$ cat config.mk
export PLATFORM = sky130hd
export DESIGN_NAME = fetch_queue_flat
export DESIGN_NICKNAME = d
export VERILOG_FILES = /design/src/rtl/sisc_pkg.sv /design/src/rtl/fetch_queue_if.sv /design/src/rtl/fq_storage.sv /design/src/rtl/fetch_queue.sv /design/src/flat_wrapper.sv
export SDC_FILE = /design/constraint.sdc
export NUM_CORES = 1
export LEC_CHECK = 0
export CAP_MARGIN = 20
export CORE_MARGIN = 5
export CORE_UTILIZATION = 45
export CTS_BUF_LIST = sky130_fd_sc_hd__clkbuf_2
export CTS_CLUSTER_DIAMETER = 60
export CTS_CLUSTER_SIZE = 30
export DETAILED_ROUTE_END_ITERATION = 8
export PLACE_DENSITY = 0.68
export SKIP_LAST_GASP = 1
export SLEW_MARGIN = 20
export SYNTH_ARGS = -nofsm -noshare
export SYNTH_HDL_FRONTEND = slang
export SYNTH_SLANG_ARGS = --single-unit
$ cat constraint.sdc
create_clock -name clk -period 3.6 [get_ports clk]
set_clock_uncertainty 0.1 [all_clocks]
set_input_delay 0.54 -clock clk [delete_from_list [all_inputs] [get_ports clk]]
set_output_delay 0.54 -clock clk [all_outputs]
set_load 0.01 [all_outputs]
$ cat src/rtl/sisc_pkg.sv
// Shared constants and types for the fetch path: FSM states, default widths,
// and where the opcode lives inside an instruction word.
package sisc_pkg;
  typedef enum logic [1:0] {
    IDLE = 2'd0,
    RUN  = 2'd1,
    HOLD = 2'd2
  } fq_state_t;

  localparam int SISC_AW = 16;
  localparam int SISC_DW = 32;
  localparam logic [3:0] HALT_OP_DEF = 4'hF;
  localparam int OP_HI = 31;
  localparam int OP_LO = 28;
endpackage

$ cat src/rtl/fetch_queue_if.sv
// Instruction memory read port plus IR-side head/deq/redirect signals of the fetch queue.
interface fetch_queue_if
  import sisc_pkg::*;
#(
  parameter int AW = SISC_AW,
  parameter int DW = SISC_DW,
  parameter int CW = 3
);
  logic          start;
  logic [AW-1:0] im_addr;
  logic [DW-1:0] im_data;
  logic          redirect;
  logic [AW-1:0] redirect_addr;
  logic          deq;
  logic [DW-1:0] instr;
  logic [AW-1:0] instr_pc;
  logic          valid;
  logic [CW-1:0] count;
  logic          halted;

  modport master (
    input  start, im_data, redirect, redirect_addr, deq,
    output im_addr, instr, instr_pc, valid, count, halted
  );

  modport slave (
    output start, im_data, redirect, redirect_addr, deq,
    input  im_addr, instr, instr_pc, valid, count, halted
  );
endinterface

$ cat src/rtl/fq_storage.sv
// Entry array for the fetch queue: one synchronous write port, one async read port.
module fq_storage #(
  parameter int DEPTH = 4,
  parameter int W     = 48,
  localparam int PW   = $clog2(DEPTH)
) (
  input  logic          clk,
  input  logic          we,
  input  logic [PW-1:0] waddr,
  input  logic [W-1:0]  wdata,
  input  logic [PW-1:0] raddr,
  output logic [W-1:0]  rdata
);
  logic [DEPTH-1:0][W-1:0] mem;

  // Contents need no reset: readers gate the head with the occupancy count.
  always_ff @(posedge clk) begin
    if (we) mem[waddr] <= wdata;
  end

  assign rdata = mem[raddr];
endmodule

$ cat src/rtl/fetch_queue.sv
// Instruction prefetch queue: walks a private fetch PC through im, buffers words
// with their addresses, flushes on redirect and stops fetching after a halt opcode.
module fetch_queue
  import sisc_pkg::*;
#(
  parameter int         DEPTH   = 4,
  parameter int         AW      = SISC_AW,
  parameter int         DW      = SISC_DW,
  parameter logic [3:0] HALT_OP = HALT_OP_DEF
) (
  input logic          clk,
  input logic          rst,
  fetch_queue_if.master bus
);
  localparam int PW = $clog2(DEPTH);
  localparam int CW = PW + 1;
  localparam int EW = DW + AW;

  fq_state_t     state;
  logic [AW-1:0] fpc;
  logic [PW-1:0] head, tail;
  logic [CW-1:0] cnt;
  logic [EW-1:0] rd;
  logic          full, valid, push, pop, halt_push;

  assign full  = (cnt == CW'(DEPTH));
  assign valid = (cnt != '0);
  assign pop   = bus.deq && valid;
  // A full queue can still accept a word when the head leaves in the same cycle.
  assign push  = (state == RUN) && !bus.redirect && (!full || bus.deq);
  assign halt_push = push && (bus.im_data[OP_HI:OP_LO] == HALT_OP);

  fq_storage #(.DEPTH(DEPTH), .W(EW)) u_storage (
    .clk   (clk),
    .we    (push),
    .waddr (tail),
    .wdata ({bus.im_data, fpc}),
    .raddr (head),
    .rdata (rd)
  );

  always_ff @(posedge clk) begin
    if (rst) begin
      state <= IDLE;
      fpc   <= '0;
      head  <= '0;
      tail  <= '0;
      cnt   <= '0;
    end else if (bus.redirect) begin
      state <= RUN;
      fpc   <= bus.redirect_addr;
      head  <= '0;
      tail  <= '0;
      cnt   <= '0;
    end else begin
      case (state)
        IDLE:    if (bus.start) state <= RUN;
        RUN:     if (halt_push) state <= HOLD;
        HOLD:    state <= HOLD;
        default: state <= IDLE;
      endcase
      if (push) begin
        tail <= tail + PW'(1);
        fpc  <= fpc + AW'(1);
      end
      if (pop) head <= head + PW'(1);
      cnt <= cnt + CW'(push) - CW'(pop);
    end
  end

  assign bus.im_addr  = fpc;
  assign bus.valid    = valid;
  assign bus.count    = cnt;
  assign bus.instr    = valid ? rd[EW-1:AW] : '0;
  assign bus.instr_pc = valid ? rd[AW-1:0] : '0;
  assign bus.halted   = (state == HOLD);
endmodule

$ cat src/flat_wrapper.sv
// flat-port wrapper written by rule: the top's interface ports become plain ports
module fetch_queue_flat import sisc_pkg::*;
#(
  parameter int         DEPTH   = 4,
  parameter int         AW      = SISC_AW,
  parameter int         DW      = SISC_DW,
  parameter logic [3:0] HALT_OP = HALT_OP_DEF
)
  (clk, rst, bus_start, bus_im_data, bus_redirect, bus_redirect_addr, bus_deq, bus_im_addr, bus_instr, bus_instr_pc, bus_valid, bus_count, bus_halted);
  fetch_queue_if #(.AW(AW), .DW(DW)) bus_i ();
  input logic clk;
  input logic rst;
  input wire logic [$bits(bus_i.start)-1:0] bus_start;
  input wire logic [$bits(bus_i.im_data)-1:0] bus_im_data;
  input wire logic [$bits(bus_i.redirect)-1:0] bus_redirect;
  input wire logic [$bits(bus_i.redirect_addr)-1:0] bus_redirect_addr;
  input wire logic [$bits(bus_i.deq)-1:0] bus_deq;
  output wire logic [$bits(bus_i.im_addr)-1:0] bus_im_addr;
  output wire logic [$bits(bus_i.instr)-1:0] bus_instr;
  output wire logic [$bits(bus_i.instr_pc)-1:0] bus_instr_pc;
  output wire logic [$bits(bus_i.valid)-1:0] bus_valid;
  output wire logic [$bits(bus_i.count)-1:0] bus_count;
  output wire logic [$bits(bus_i.halted)-1:0] bus_halted;
  assign bus_i.start = bus_start;
  assign bus_i.im_data = bus_im_data;
  assign bus_i.redirect = bus_redirect;
  assign bus_i.redirect_addr = bus_redirect_addr;
  assign bus_i.deq = bus_deq;
  assign bus_im_addr = bus_i.im_addr;
  assign bus_instr = bus_i.instr;
  assign bus_instr_pc = bus_i.instr_pc;
  assign bus_valid = bus_i.valid;
  assign bus_count = bus_i.count;
  assign bus_halted = bus_i.halted;
  fetch_queue #(.DEPTH(DEPTH), .AW(AW), .DW(DW), .HALT_OP(HALT_OP)) u_core (.clk(clk), .rst(rst), .bus(bus_i));
endmodule
==> metrics.md <==
| Metric | Value |
|---|---|
| WL met1 | approximately 7.2 mm |
| Setup bufs post-CTS | 0 |
| DR WL met2 | slightly below 9 mm |
| Share of cells above drive strength 1 | 0.162 |
| Final setup viols | 0 |
| Synth Flop Type | edfxtp_1 |
| TritonCTS buffer count | 15 |
| Pre-CTS setup slack | ~500 ps |
| Syn Inst Count | around 470 |
| YS warnings | 0 |
| Final WL | 17.5 mm |
| RSZ-0062 raised after global routing | false |
| Status | finished clean |
| Total negative slack | 0 ps |
| CTS tree | yes |
| Avg WL per Cell | ~20 um |
| Post-synth EDFFs | approximately 190 |
| WL met3 | around 1.1 mm |
| Clock share of power | 0.216 |
| Crit. path cell count | 4 |
| Final Max Slew Viols | 0 |
| Drt first pass iters | 5 |
| Internal power | 3.23 mW |
| Switching Share | 0.242 |
| Via/cell ratio | between 5 and 6 |
| Flop and latch count out of synthesis | ~220 |
| Global-route wire length before repair | roughly 28 mm |
| Placed cells | 841 |
| Slowest-stage cell, CP | dfxtp_2 |
| Delay-heaviest family, CP | buffers and inverters |
| Hold Fails Final Rpt | 0 |
| Worst EP arrival | approximately 2800 ps |
| Leak | roughly 3.3 nW |
| Post-layout instance count excluding filler cells | between 800 and 900 |
| Mapped Area | slightly below 0.009 mm2 |
| Peak VDD IR | between 150 and 200 uV |
| Post-synth top area cell | edfxtp_1 |
| Vias after detailed routing | 4608 |
| CP endpoint kind | output port |
| Average cell area after synthesis | 18.3 um2 |
| Critical-path cell list | buf_12 > mux4_2 > and2_1 > clkdlybuf4s50_1 |
| Sequential power share | 0.670 |
| Worst-path clk slew | 340 ps |
| Root Buffer | clkbuf_2 |
| Worst Path Buf+Inv | 2 |
| Top cells by area, synth | edfxtp_1 (67%), mux4_2 (12%), dfxtp_1 (5.8%), and2_1 (4.0%), ha_1 (1.4%) |
| IO Pins | 122 |
| Sequential area share after synthesis | 0.723 |
| Largest net degree at the start of global routing | 51 |
| Synth unique cells | 39 |
| Worst setup path class | reg -> out |
| # rows | 50 |
| Antenna violations before repair | 1 |
| Worst Hold Depth | 3 |
| Top layer in use | met4 |
| Max_cap viols | 0 |
| Area of the core | roughly 0.019 mm2 |
| Worst-Skew Late Latency | approximately 740 ps |
| Final Power | 4.26 mW |
| Startpoint Class | flip-flop |
| CTS Sinks | approximately 220 |
| Post-route setup slack | 209 ps |
| CP required | slightly below 3000 ps |
| Worst path max stage delay | between 600 and 700 ps |
| Fmax | between 200 and 300 MHz |
| Worst-margin pin slew | roughly 730 ps |
| Asr flop ratio synth | 0 |
| Final ANT Viol Nets | 0 |
| Net Sw Power | roughly 1 mW |
| Pwr/cell area | slightly above 400 mW/mm2 |
| Worst Path Max Fanout | 35 |
| Final period util | 0.942 |
| Drt drc | 0 |
| Port Buffers | roughly 120 |
| Tmin final | roughly 3400 ps |
| Finished Cell Area | about 0.010 mm2 |
| Die Height | about 150 um |
| Hold_buf cts | 0 |
| Synthesis-to-layout area growth | 20.3% |
| Vias in the first global route | just under 5000 |
| Routability cong. | 0.781 |
| Total track usage | 0.160 |
| Logic pwr share | 0.115 |
| Initial DRC count | a little under 300 |
| Die Wd | roughly 150 um |
| Post-synth top area share | 0.666 |
| Initial Util | 0.460 |
| Worst reg-to-reg path cell count | 10 |
| Finished Core Util | 0.553 |
| Fin Hold WS | 228 ps |
| Fin nets | 662 |
| Total gr overflow | 0 |
| Worst Hold Class | in -> reg |
| Synth Net Count | 537 |
| Hpwl dp | between 10 and 15 mm |
| Rel. slew slack | 0.509 |
| CTS H-tree lvls | 1 |
| Die area | ~0.022 mm2 |
| Clock Tree Buf Depth | 3 |
| Placed Area | approximately 0.01 mm2 |
## sequential cells by signal, summed over array words and instances, names as in the netlist
register	flops
u_core.bus.count	3
u_core.bus.im_addr	16
u_core.head	2
u_core.state	2
u_core.tail	2
u_core.u_storage.mem	192
## repair_timing
| action | CTS | global route |
|---|---|---|
| hold endpoints to repair | 0 | 0 |
| gates resized for setup | 0 | 1 |
| setup endpoints to repair | 0 | 22 |
## cell type report
cell class	instances	area, um2
clock inverter	9	71.3
tap	260	325
multi-input combinational	220	2260
sequential	217	6270
clock buffer	15	75.1
fill	1507	8410
inverter	13	48.8
antenna	1	2.50
timing repair buffer	131	1370
## layout by cell type (no fill, tap or decap), types with 3 or more instances in the layout
| cell type | n |
|---|---|
| buf_4 | 3 |
| xor2_1 | 7 |
| a21oi_1 | 3 |
| nand3_1 | 9 |
| inv_6 | 3 |
| nand2_1 | 6 |
| edfxtp_1 | 192 |
| clkdlybuf4s50_1 | 121 |
| nor2_1 | 21 |
| dfxtp_1 | 23 |
| o21ai_0 | 6 |
| and2_1 | 51 |
| xnor2_1 | 4 |
| and2_2 | 4 |
| nand4_1 | 4 |
| ha_1 | 10 |
| inv_1 | 13 |
| a211oi_1 | 8 |
| a311oi_1 | 8 |
| or3_1 | 4 |
| buf_12 | 6 |
| mux4_2 | 48 |
| and3_1 | 3 |
| or3_2 | 4 |
| clkbuf_2 | 15 |
| clkinv_2 | 3 |
## cells in the mapped netlist (7+ instances only)
master / instances
clkbuf_1: 12
a311oi_1: 8
a211oi_1: 8
nor2_1: 21
nand3_1: 9
dfxtp_1: 25
and2_1: 55
ha_1: 10
mux4_2: 48
xor2_1: 7
inv_1: 13
edfxtp_1: 192
## worst reg2reg max path, stage by stage (launching register included)
cell	delay [ps]
dfxtp_1	430
or3_2	490
and2_1	210
ha_1	280
inv_1	60
ha_1	130
inv_1	50
fa_1	360
xor2_1	180
xnor2_1	140
nor2_1	50
## layer usage
| metal | global-route usage | vias to the layer above |
|---|---|---|
| met1 | 0.212 | 2342 |
| met5 | 0 | - |
| met3 | 0.0243 | 25 |
| met2 | 0.276 | 136 |
| li1 | - | 2105 |
| met4 | 0.0467 | 0 |
## power by group through the flow
stage,Combinational (mW),Sequential (mW),Clock (mW)
after floorplan,0.218,2.90,0
after global placement,0.487,2.90,0
after detailed placement,0.497,2.91,0
after CTS,0.499,2.85,0.960
after global routing,0.530,2.86,1.06
final,0.489,2.85,0.918
## cells by family (layout without fill, tap and decap cells)
| logic type | Yosys count | count (layout) | share of synthesized area |
|---|---|---|---|
| AOI/OAI and AO/OA | 30 | 30 | 0.0253 |
| xor gates and xnor gates | 11 | 11 | 0.0111 |
| adders and majority gates | 11 | 11 | 0.0168 |
| buffers and inverters | 36 | 168 | 0.0165 |
| DFF | 217 | 217 | 0.723 |
| muxes | 49 | 49 | 0.126 |
| other | 0 | 1 | 0 |
| and+or+nand+nor | 119 | 119 | 0.0809 |
## worst paths after layout
check                            start                    end  slack, ps
setup / recovery        u_core.head[1]        bus_instr_pc[2]        210
hold / removal    bus_redirect_addr[2]  u_core.bus.im_addr[2]        230
setup reg to reg   u_core.bus.count[2]    u_core.bus.count[2]       1070
hold reg to reg         u_core.tail[1]         u_core.tail[1]        420
Note: power is estimated with default switching activity, not from simulation.
